$ cat config.mk
export PLATFORM = sky130hd
export DESIGN_NAME = uart_rx_fifo
export DESIGN_NICKNAME = d
export VERILOG_FILES = /design/src/rtl/uart_rx_fifo.sv
export SDC_FILE = /design/constraint.sdc
export NUM_CORES = 1
export LEC_CHECK = 0
export BUFFER_PORTS_ARGS = -buffer_cell sky130_fd_sc_hd__clkbuf_2
export CAP_MARGIN = 20
export CORE_MARGIN = 3
export CORE_UTILIZATION = 40
export CTS_CLUSTER_SIZE = 25
export DETAILED_ROUTE_END_ITERATION = 16
export PLACE_DENSITY = 0.68
export SLEW_MARGIN = 10
export SYNTH_ARGS = -nofsm -noshare
export SYNTH_HDL_FRONTEND = slang
export SYNTH_SLANG_ARGS = --single-unit
$ cat constraint.sdc
create_clock -name clk -period 2.75 [get_ports clk]
set_input_delay 0.4125 -clock clk [delete_from_list [all_inputs] [get_ports clk]]
set_output_delay 0.4125 -clock clk [all_outputs]
set_load 0.005 [all_outputs]
$ cat src/rtl/uart_rx_fifo.sv
// 8N1 UART receiver (2-flop synchroniser, mid-bit sampling) feeding a first-word-fall-through byte FIFO.
// A byte is readable 1 cycle after its stop-bit sample; when the FIFO is full and not popped, the byte is dropped and overrun is set.
module uart_rx_fifo #(
    parameter int CLOCK_FREQ = 25_000_000,
    parameter int BAUD_RATE  = 115_200,
    parameter int FIFO_DEPTH = 16
) (
    input  logic                        clk,
    input  logic                        rst,
    input  logic                        uart_rx,
    output logic                        rd_valid,
    output logic [7:0]                  rd_data,
    input  logic                        rd_ready,
    output logic [$clog2(FIFO_DEPTH):0] rx_count,
    output logic                        overrun,
    output logic                        frame_err,
    input  logic                        err_clr
);

    localparam int CLKS_PER_BIT = CLOCK_FREQ / BAUD_RATE;
    localparam int CNT_W        = $clog2(CLKS_PER_BIT);
    localparam int PTR_W        = $clog2(FIFO_DEPTH);
    localparam int OCC_W        = PTR_W + 1;

    localparam logic [CNT_W-1:0] HALF_LOAD = CNT_W'(CLKS_PER_BIT / 2 - 1);
    localparam logic [CNT_W-1:0] FULL_LOAD = CNT_W'(CLKS_PER_BIT - 1);
    localparam logic [OCC_W-1:0] DEPTH_CNT = OCC_W'(FIFO_DEPTH);

    localparam logic [2:0] ST_IDLE  = 3'd0;
    localparam logic [2:0] ST_START = 3'd1;
    localparam logic [2:0] ST_DATA  = 3'd2;
    localparam logic [2:0] ST_STOP  = 3'd3;
    localparam logic [2:0] ST_BREAK = 3'd4;

    logic             rx_meta;
    logic             rx_s;
    logic [2:0]       state;
    logic [CNT_W-1:0] baud_cnt;
    logic [2:0]       bit_idx;
    logic [7:0]       shreg;
    logic             expire;
    logic             push;
    logic             frame_bad;

    logic [7:0]       mem [FIFO_DEPTH];
    logic [PTR_W-1:0] wr_ptr;
    logic [PTR_W-1:0] rd_ptr;
    logic             pop;
    logic             full;
    logic             push_ok;
    logic             drop;

    // Preset to idle-high so reset release never looks like a start bit.
    always_ff @(posedge clk or posedge rst) begin
        if (rst) begin
            rx_meta <= 1'b1;
            rx_s    <= 1'b1;
        end else begin
            rx_meta <= uart_rx;
            rx_s    <= rx_meta;
        end
    end

    assign expire    = (baud_cnt == '0);
    assign push      = (state == ST_STOP) && expire && rx_s;
    assign frame_bad = (state == ST_STOP) && expire && !rx_s;

    always_ff @(posedge clk or posedge rst) begin
        if (rst) begin
            state    <= ST_IDLE;
            baud_cnt <= '0;
            bit_idx  <= '0;
            shreg    <= '0;
        end else begin
            case (state)
                ST_IDLE: begin
                    if (!rx_s) begin
                        state    <= ST_START;
                        baud_cnt <= HALF_LOAD;
                    end
                end
                ST_START: begin
                    if (expire) begin
                        if (rx_s) begin
                            state <= ST_IDLE;
                        end else begin
                            state    <= ST_DATA;
                            bit_idx  <= '0;
                            baud_cnt <= FULL_LOAD;
                        end
                    end else begin
                        baud_cnt <= baud_cnt - 1'b1;
                    end
                end
                ST_DATA: begin
                    if (expire) begin
                        shreg    <= {rx_s, shreg[7:1]};
                        baud_cnt <= FULL_LOAD;
                        if (bit_idx == 3'd7) begin
                            state <= ST_STOP;
                        end else begin
                            bit_idx <= bit_idx + 3'd1;
                        end
                    end else begin
                        baud_cnt <= baud_cnt - 1'b1;
                    end
                end
                ST_STOP: begin
                    if (expire) begin
                        state <= rx_s ? ST_IDLE : ST_BREAK;
                    end else begin
                        baud_cnt <= baud_cnt - 1'b1;
                    end
                end
                ST_BREAK: begin
                    // A held-low line must return high before another frame can start.
                    if (rx_s) begin
                        state <= ST_IDLE;
                    end
                end
                default: begin
                    state <= ST_IDLE;
                end
            endcase
        end
    end

    assign rd_valid = (rx_count != '0);
    assign rd_data  = rd_valid ? mem[rd_ptr] : 8'h00;
    assign pop      = rd_valid && rd_ready;
    assign full     = (rx_count == DEPTH_CNT);
    assign push_ok  = push && (!full || pop);
    assign drop     = push && full && !pop;

    always_ff @(posedge clk or posedge rst) begin
        if (rst) begin
            wr_ptr   <= '0;
            rd_ptr   <= '0;
            rx_count <= '0;
        end else begin
            if (push_ok) begin
                wr_ptr <= wr_ptr + 1'b1;
            end
            if (pop) begin
                rd_ptr <= rd_ptr + 1'b1;
            end
            rx_count <= rx_count + OCC_W'(push_ok) - OCC_W'(pop);
        end
    end

    always_ff @(posedge clk) begin
        if (push_ok) begin
            mem[wr_ptr] <= shreg;
        end
    end

    // A new error event on the same edge as err_clr keeps the flag set.
    always_ff @(posedge clk or posedge rst) begin
        if (rst) begin
            overrun   <= 1'b0;
            frame_err <= 1'b0;
        end else begin
            if (drop) begin
                overrun <= 1'b1;
            end else if (err_clr) begin
                overrun <= 1'b0;
            end
            if (frame_bad) begin
                frame_err <= 1'b1;
            end else if (err_clr) begin
                frame_err <= 1'b0;
            end
        end
    end

endmodule

# Yosys cells after proc, flatten, opt, wreduce, memory -nomap -nowiden
# Memories as Yosys holds them, arrays and structs flattened.
# Cells that the tools add are included.
[word_totals] ff_bits=39 ram_bits=128 in_bits=5 out_inout_bits=16 word_cells=82 mem_count=1
[classes] addsub=6 n_eq_ne=16 mux=26 reduce_logical=22
[mem_list] name="mem" depth=16 word_bits=8 read_ports=1 rd_clocked_by_memory_dff=0 write_ports=1 line="45" text="logic [7:0] mem [FIFO_DEPTH];"
[op_table] operator="$mux 8" n=6
[op_table] operator="$mux 3" n=11
[op_table] operator="$pmux 8 s4" n=1
[op_table] operator="$ne 2x2->1 const B" n=9
[op_table] operator="$pmux 3 s5" n=1
[op_table] operator="$add 4x1->4 const B" n=2
[op_table] operator="$logic_not 8->1" n=1
[op_table] operator="$sub 8x1->8 const B" n=1
[op_table] operator="$logic_and 1x1->1" n=7
[op_table] operator="$eq 3x2->1 const B" n=2
[op_table] operator="$eq 3x3->1 const B" n=2
[op_table] operator="$pmux 3 s2" n=1
[op_table] operator="$reduce_and 6->1" n=1
[op_table] operator="$reduce_bool 2->1" n=3
[op_table] operator="$add 5x1->5" n=1
[op_table] operator="$eq 5x5->1 const B" n=1
[op_table] operator="$mux 1" n=5
[op_table] operator="$reduce_and 5->1" n=1
[op_table] operator="$reduce_bool 5->1" n=1
[op_table] operator="$sub 5x1->5" n=1
[op_table] operator="$reduce_and 4->1" n=1
[op_table] operator="$reduce_bool 4->1" n=1
[op_table] operator="$add 3x1->3 const B" n=1
[op_table] operator="$eq 3x1->1 const B" n=1
[op_table] operator="6 further kinds" n=8

# Depth between registers and ports, before layout
[depth] depth_word=6 mapped_depth=16 mapped_depth_nobuf=16

# Least setup slack after synthesis
# OpenSTA, ideal clock, no wires.
[synth_timing] path_type="register to register" start="register rx_count[3]" end="register rx_count[4]" setup_ns=0.125 arrival_time_ns=2.793 required_time_ns=2.625 setup_slack_ns=-0.168 path_stages_with_launch=17 path_buffers=0 period_less_slack_ns=2.918 path_cell_list="dfrtp_1 -> inv_1 -> ha_1 -> or3b_1 -> nor3b_1 -> nor3_4 -> inv_4 -> ha_1 -> inv_1 -> ha_1 -> inv_1 -> fa_1 -> inv_1 -> a21oi_1 -> nor2_1 -> nor2_1 -> xnor2_1"
[synth_between] elab_chain_cells=6 elab_cells_between_ends=8 classes_between="add/sub: 2; eq/ne: 1; reduce/logical: 5"
[synth_lines] element="start, declared" line="14" text="output logic [$clog2(FIFO_DEPTH):0] rx_count,"
[synth_lines] element="start signal, assigned" line="147" text="rx_count <= rx_count + OCC_W'(push_ok) - OCC_W'(pop);"
[synth_lines] element="$eq 5x5->1 or $reduce_bool 5->1 (tied branches)" line="131, 128"
[synth_lines] element="$logic_not 1->1 or $logic_and 1x1->1 (tied branches)" line="132, 130"
[synth_lines] element="$logic_or 1x1->1" line="132" text="assign push_ok = push && (!full || pop);"
[synth_lines] element="$logic_and 1x1->1" line="132"
[synth_lines] element="$add 5x1->5" line="147"
[synth_lines] element="$sub 5x1->5 (*)" line="147"
# Mark *: on every way between the ends. The rest lies on a longest branch, timed or not.
# A chain may end at the register's enable or synchronous reset.

# Worst setup path in the final report
[layout_timing] start="register rx_count[2]" end="register rx_count[4]"
# Same word-level chain as after synthesis.

==> metrics.txt <==
clk root buf=clkbuf_16; per-cell routed wire length=18.8 um; WP data required=3.09 ns; global route hottest layer=met2; antenna violations before repair=0; vias=3767; PortBufs=20; cells along the critical path=inv_2 -> ha_4 -> or3b_4 -> nor3b_4 -> nor3_4 -> inv_4 -> ha_4 -> inv_2 -> ha_4 -> inv_2 -> fa_2 -> inv_2 -> a21oi_2 -> nor2_1 -> nor2_1 -> xnor2_1; first-pass GRT wire length=21700 um; P_int=0.00480 W; EDFF count, synth=128; CTS buffer count=17; die width=139 um; largest net degree at the start of global routing=33; Mean Syn Cell Area=17.1 sq um; GR Util met2=0.232; Max-Cap Viols=0; part of the power in the clock network=0.353; Area after DPL=0.00764 sq mm; fmax=379 MHz; ant diodes=0; Vias per Instance=5.37; gpl congestion=0.819; GRT overflow=0; most frequent CP cell=inv_2; mapped cell area=0.00707 sq mm; Min Clock Period, post-route=2.64 ns; most instantiated cells after synthesis=edfxtp_1 (128), dfrtp_1 (37), mux4_2 (32); top cells by area in the synthesized netlist=edfxtp_1 (54%), dfrtp_1 (13%), mux4_2 (10%); Gate power share=0.208; post-synth top area share=0.544; CTS H-tree lvls=4; status=finished clean; clk_lat worst skew=0.42 ns; top-count cell post-synth=edfxtp_1; Die ar.=0.0193 sq mm; family with the most delay on the worst path=simple AND/OR/NAND/NOR gates; Die Y=139 um; post-route ant nets=0; DRT iter0 DRCs=261; Post-synth ARST share=0.234; CP bufs+invs=5; post-synthesis sequential area ratio=0.682; Setup TNS=0 ns; CP Launch Type=register; clk_skew=0.00878 ns; worst hold path type=input pin to async pin; Post-Route Utilization=0.491; final hold violation count=0; Crit-path slowest cell=dfrtp_1; Post-Syn Nets=434; Pwr Density=786 mW/mm^2; vias in the first global route=3951; relative slew slack=0.576; Mapped Cells=413; prevailing post-synth register cell=edfxtp_1; Crit. End Element=register; Max Slew Vio Count=0; Detailed Routing Iterations Pass 1=4; number of synthesized register bits=167; Area Overhead vs Synth=17.5%; Setup CP Type=register to register; met3 Use GR=0.0383; Leakage=3.21 nW; CTS tree=done; clock sink count=167; top-level I/O count=21; Worst Tran Pin Value=0.637 ns; Setup-failing EPs final=0; fillers=1426; yosys warns=0; RSZ-0062 raised after global routing=true; met1 Use GR=0.194; post-layout net count=490; final instance area=0.00831 sq mm; Net Sw Frac=0.265; WL final=13200 um; core area=0.0169 sq mm; gr usage total=0.145; starting density of the core=0.418; part of the cycle the worst path needs=0.959; peak supply drop=0.603 mV; largest area contributor in the synthesized netlist=edfxtp_1; CP peak stage delay=0.39 ns; Worst-path clk slew=0.06 ns; DP HPWL=8730 um; row cnt=47; DRC=0; hold_buf cts=0; Synth cell types=57; layout cells sized above 1=0.334; Switching Power=0.00173 W; clk buf depth=2; crit path max fanout=2; Flop pwr share=0.439; Worst Path Arrival=2.97 ns
-- stage by stage --
stage	total power [W]	hold slack, ns	std cells	setup slack [ns]
final	0.00653	0.0185	702	0.114
after global routing	0.00685	0.0468	702	-0.0588
after CTS	0.00656	0.0233	695	-0.00259
after detailed placement	0.00422	0.349	662	-0.0719
after global placement	0.00418	0.346	662	0.0724
after floorplan	0.00378	0.345	413	-0.0245
-- cell usage in the layout, fill, tap and decap left out, types with 2 or more instances in the layout --
| master | netlist | layout |
|---|---|---|
| a21o_1 | 2 | 2 |
| a21oi_1 | 8 | 7 |
| and2_1 | 9 | 8 |
| buf_12 | 0 | 3 |
| buf_4 | 0 | 32 |
| bufinv_16 | 0 | 2 |
| clkbuf_16 | 0 | 17 |
| clkbuf_2 | 0 | 20 |
| clkinv_1 | 0 | 3 |
| clkinvlp_4 | 0 | 2 |
| dfrtp_1 | 37 | 36 |
| dfstp_2 | 2 | 2 |
| edfxtp_1 | 128 | 128 |
| ha_1 | 15 | 12 |
| ha_4 | 0 | 3 |
| inv_1 | 24 | 17 |
| inv_2 | 0 | 7 |
| inv_6 | 0 | 4 |
| mux2_2 | 10 | 10 |
| mux2i_1 | 19 | 19 |
| mux4_2 | 32 | 32 |
| nand2_1 | 17 | 16 |
| nand2_2 | 2 | 3 |
| nand3_1 | 3 | 3 |
| nand3b_1 | 2 | 2 |
| nand4_1 | 2 | 2 |
| nor2_1 | 13 | 13 |
| nor2b_1 | 3 | 3 |
| nor3_1 | 3 | 3 |
| nor3_2 | 2 | 2 |
| nor3b_4 | 1 | 2 |
| nor4_1 | 4 | 4 |
| o21ai_0 | 6 | 6 |
| o22a_1 | 3 | 3 |
| o22ai_1 | 10 | 10 |
| o41ai_1 | 2 | 2 |
| xnor2_1 | 9 | 9 |
| xor2_1 | 2 | 2 |
-- flip-flops by register name, indices dropped and copies added (netlist names) --
signal     count
baud_cnt       8
bit_idx        3
frame_err      1
mem          128
overrun        1
rd_ptr         4
rx_count       5
rx_meta        1
rx_s           1
shreg          8
state          3
wr_ptr         4
-- power by group through the flow --
| stage | Sequential [W] | Combinational [W] | Clock [W] |
|---|---|---|---|
| after CTS | 0.00286 | 0.00133 | 0.00236 |
| after global routing | 0.00288 | 0.00151 | 0.00246 |
| after global placement | 0.00291 | 0.00127 | 0 |
| after floorplan | 0.00288 | 0.000901 | 0 |
| after detailed placement | 0.00292 | 0.00130 | 0 |
| final | 0.00287 | 0.00136 | 0.00231 |
-- metal layers --
metal	share of wire	up-vias	routed length, um
met5	0	-	0
met4	0.015	0	204
met3	0.061	14	810
met2	0.49	101	6430
met1	0.44	1945	5770
li1	-	1707	-
-- area by class of cell --
class,count,area [sq um],share of cell area
clock buffers,18,429,0.0516
clock inverters,14,146,0.0176
inverters,25,96.3,0.0116
multi-input cells,203,2140,0.258
flip-flops and latches,167,4820,0.580
well taps,220,275,0.0331
repair buffers,55,400,0.0482
-- cell families (layout without fill, tap and decap cells) --
family,Yosys count,after routing,share of synthesized area
adder cells (fa/ha/maj),16,16,0.0294
AND/OR/NAND/NOR,74,74,0.0626
flip-flops,167,167,0.682
XOR/XNOR,11,11,0.0136
AO/OA/AOI/OAI,41,41,0.0419
multiplexers,61,61,0.145
buffers and inverters,43,112,0.0258
-- final timing paths --
check / slack [ns] / endpoint / from / cells after the start
setup / recovery: 0.11 / rx_count[4] / rx_count[2] / 16
max in group asynchronous: 1.93 / rx_meta / rst / 3
min in group clk: 0.08 / rx_meta / uart_rx / 1
hold reg to reg: 0.36 / rx_s / rx_meta / 0
hold / removal: 0.02 / rx_count[4] / rst / 2
setup reg to reg: 0.11 / rx_count[4] / rx_count[2] / 16
-- worst register-to-register path, cell delays in order (launching register included) --
cell and delay (ns):
dfrtp_1 0.39, inv_2 0.08, ha_4 0.12, or3b_4 0.38, nor3b_4 0.26, nor3_4 0.07
inv_4 0.07, ha_4 0.19, inv_2 0.06, ha_4 0.12, inv_2 0.03, fa_2 0.35
inv_2 0.06, a21oi_2 0.04, nor2_1 0.09, nor2_1 0.06, xnor2_1 0.16
-- timing repair --
| action | 4_1_cts | 5_1_grt |
|---|---|---|
| setup buffers | 1 | 7 |
| pin swaps | 2 | 8 |
| gates cloned | 0 | 0 |
| setup endpoints to repair | 9 | 9 |
| resized for setup | 5 | 8 |
No activity file was read; power rests on OpenSTA's default activity.
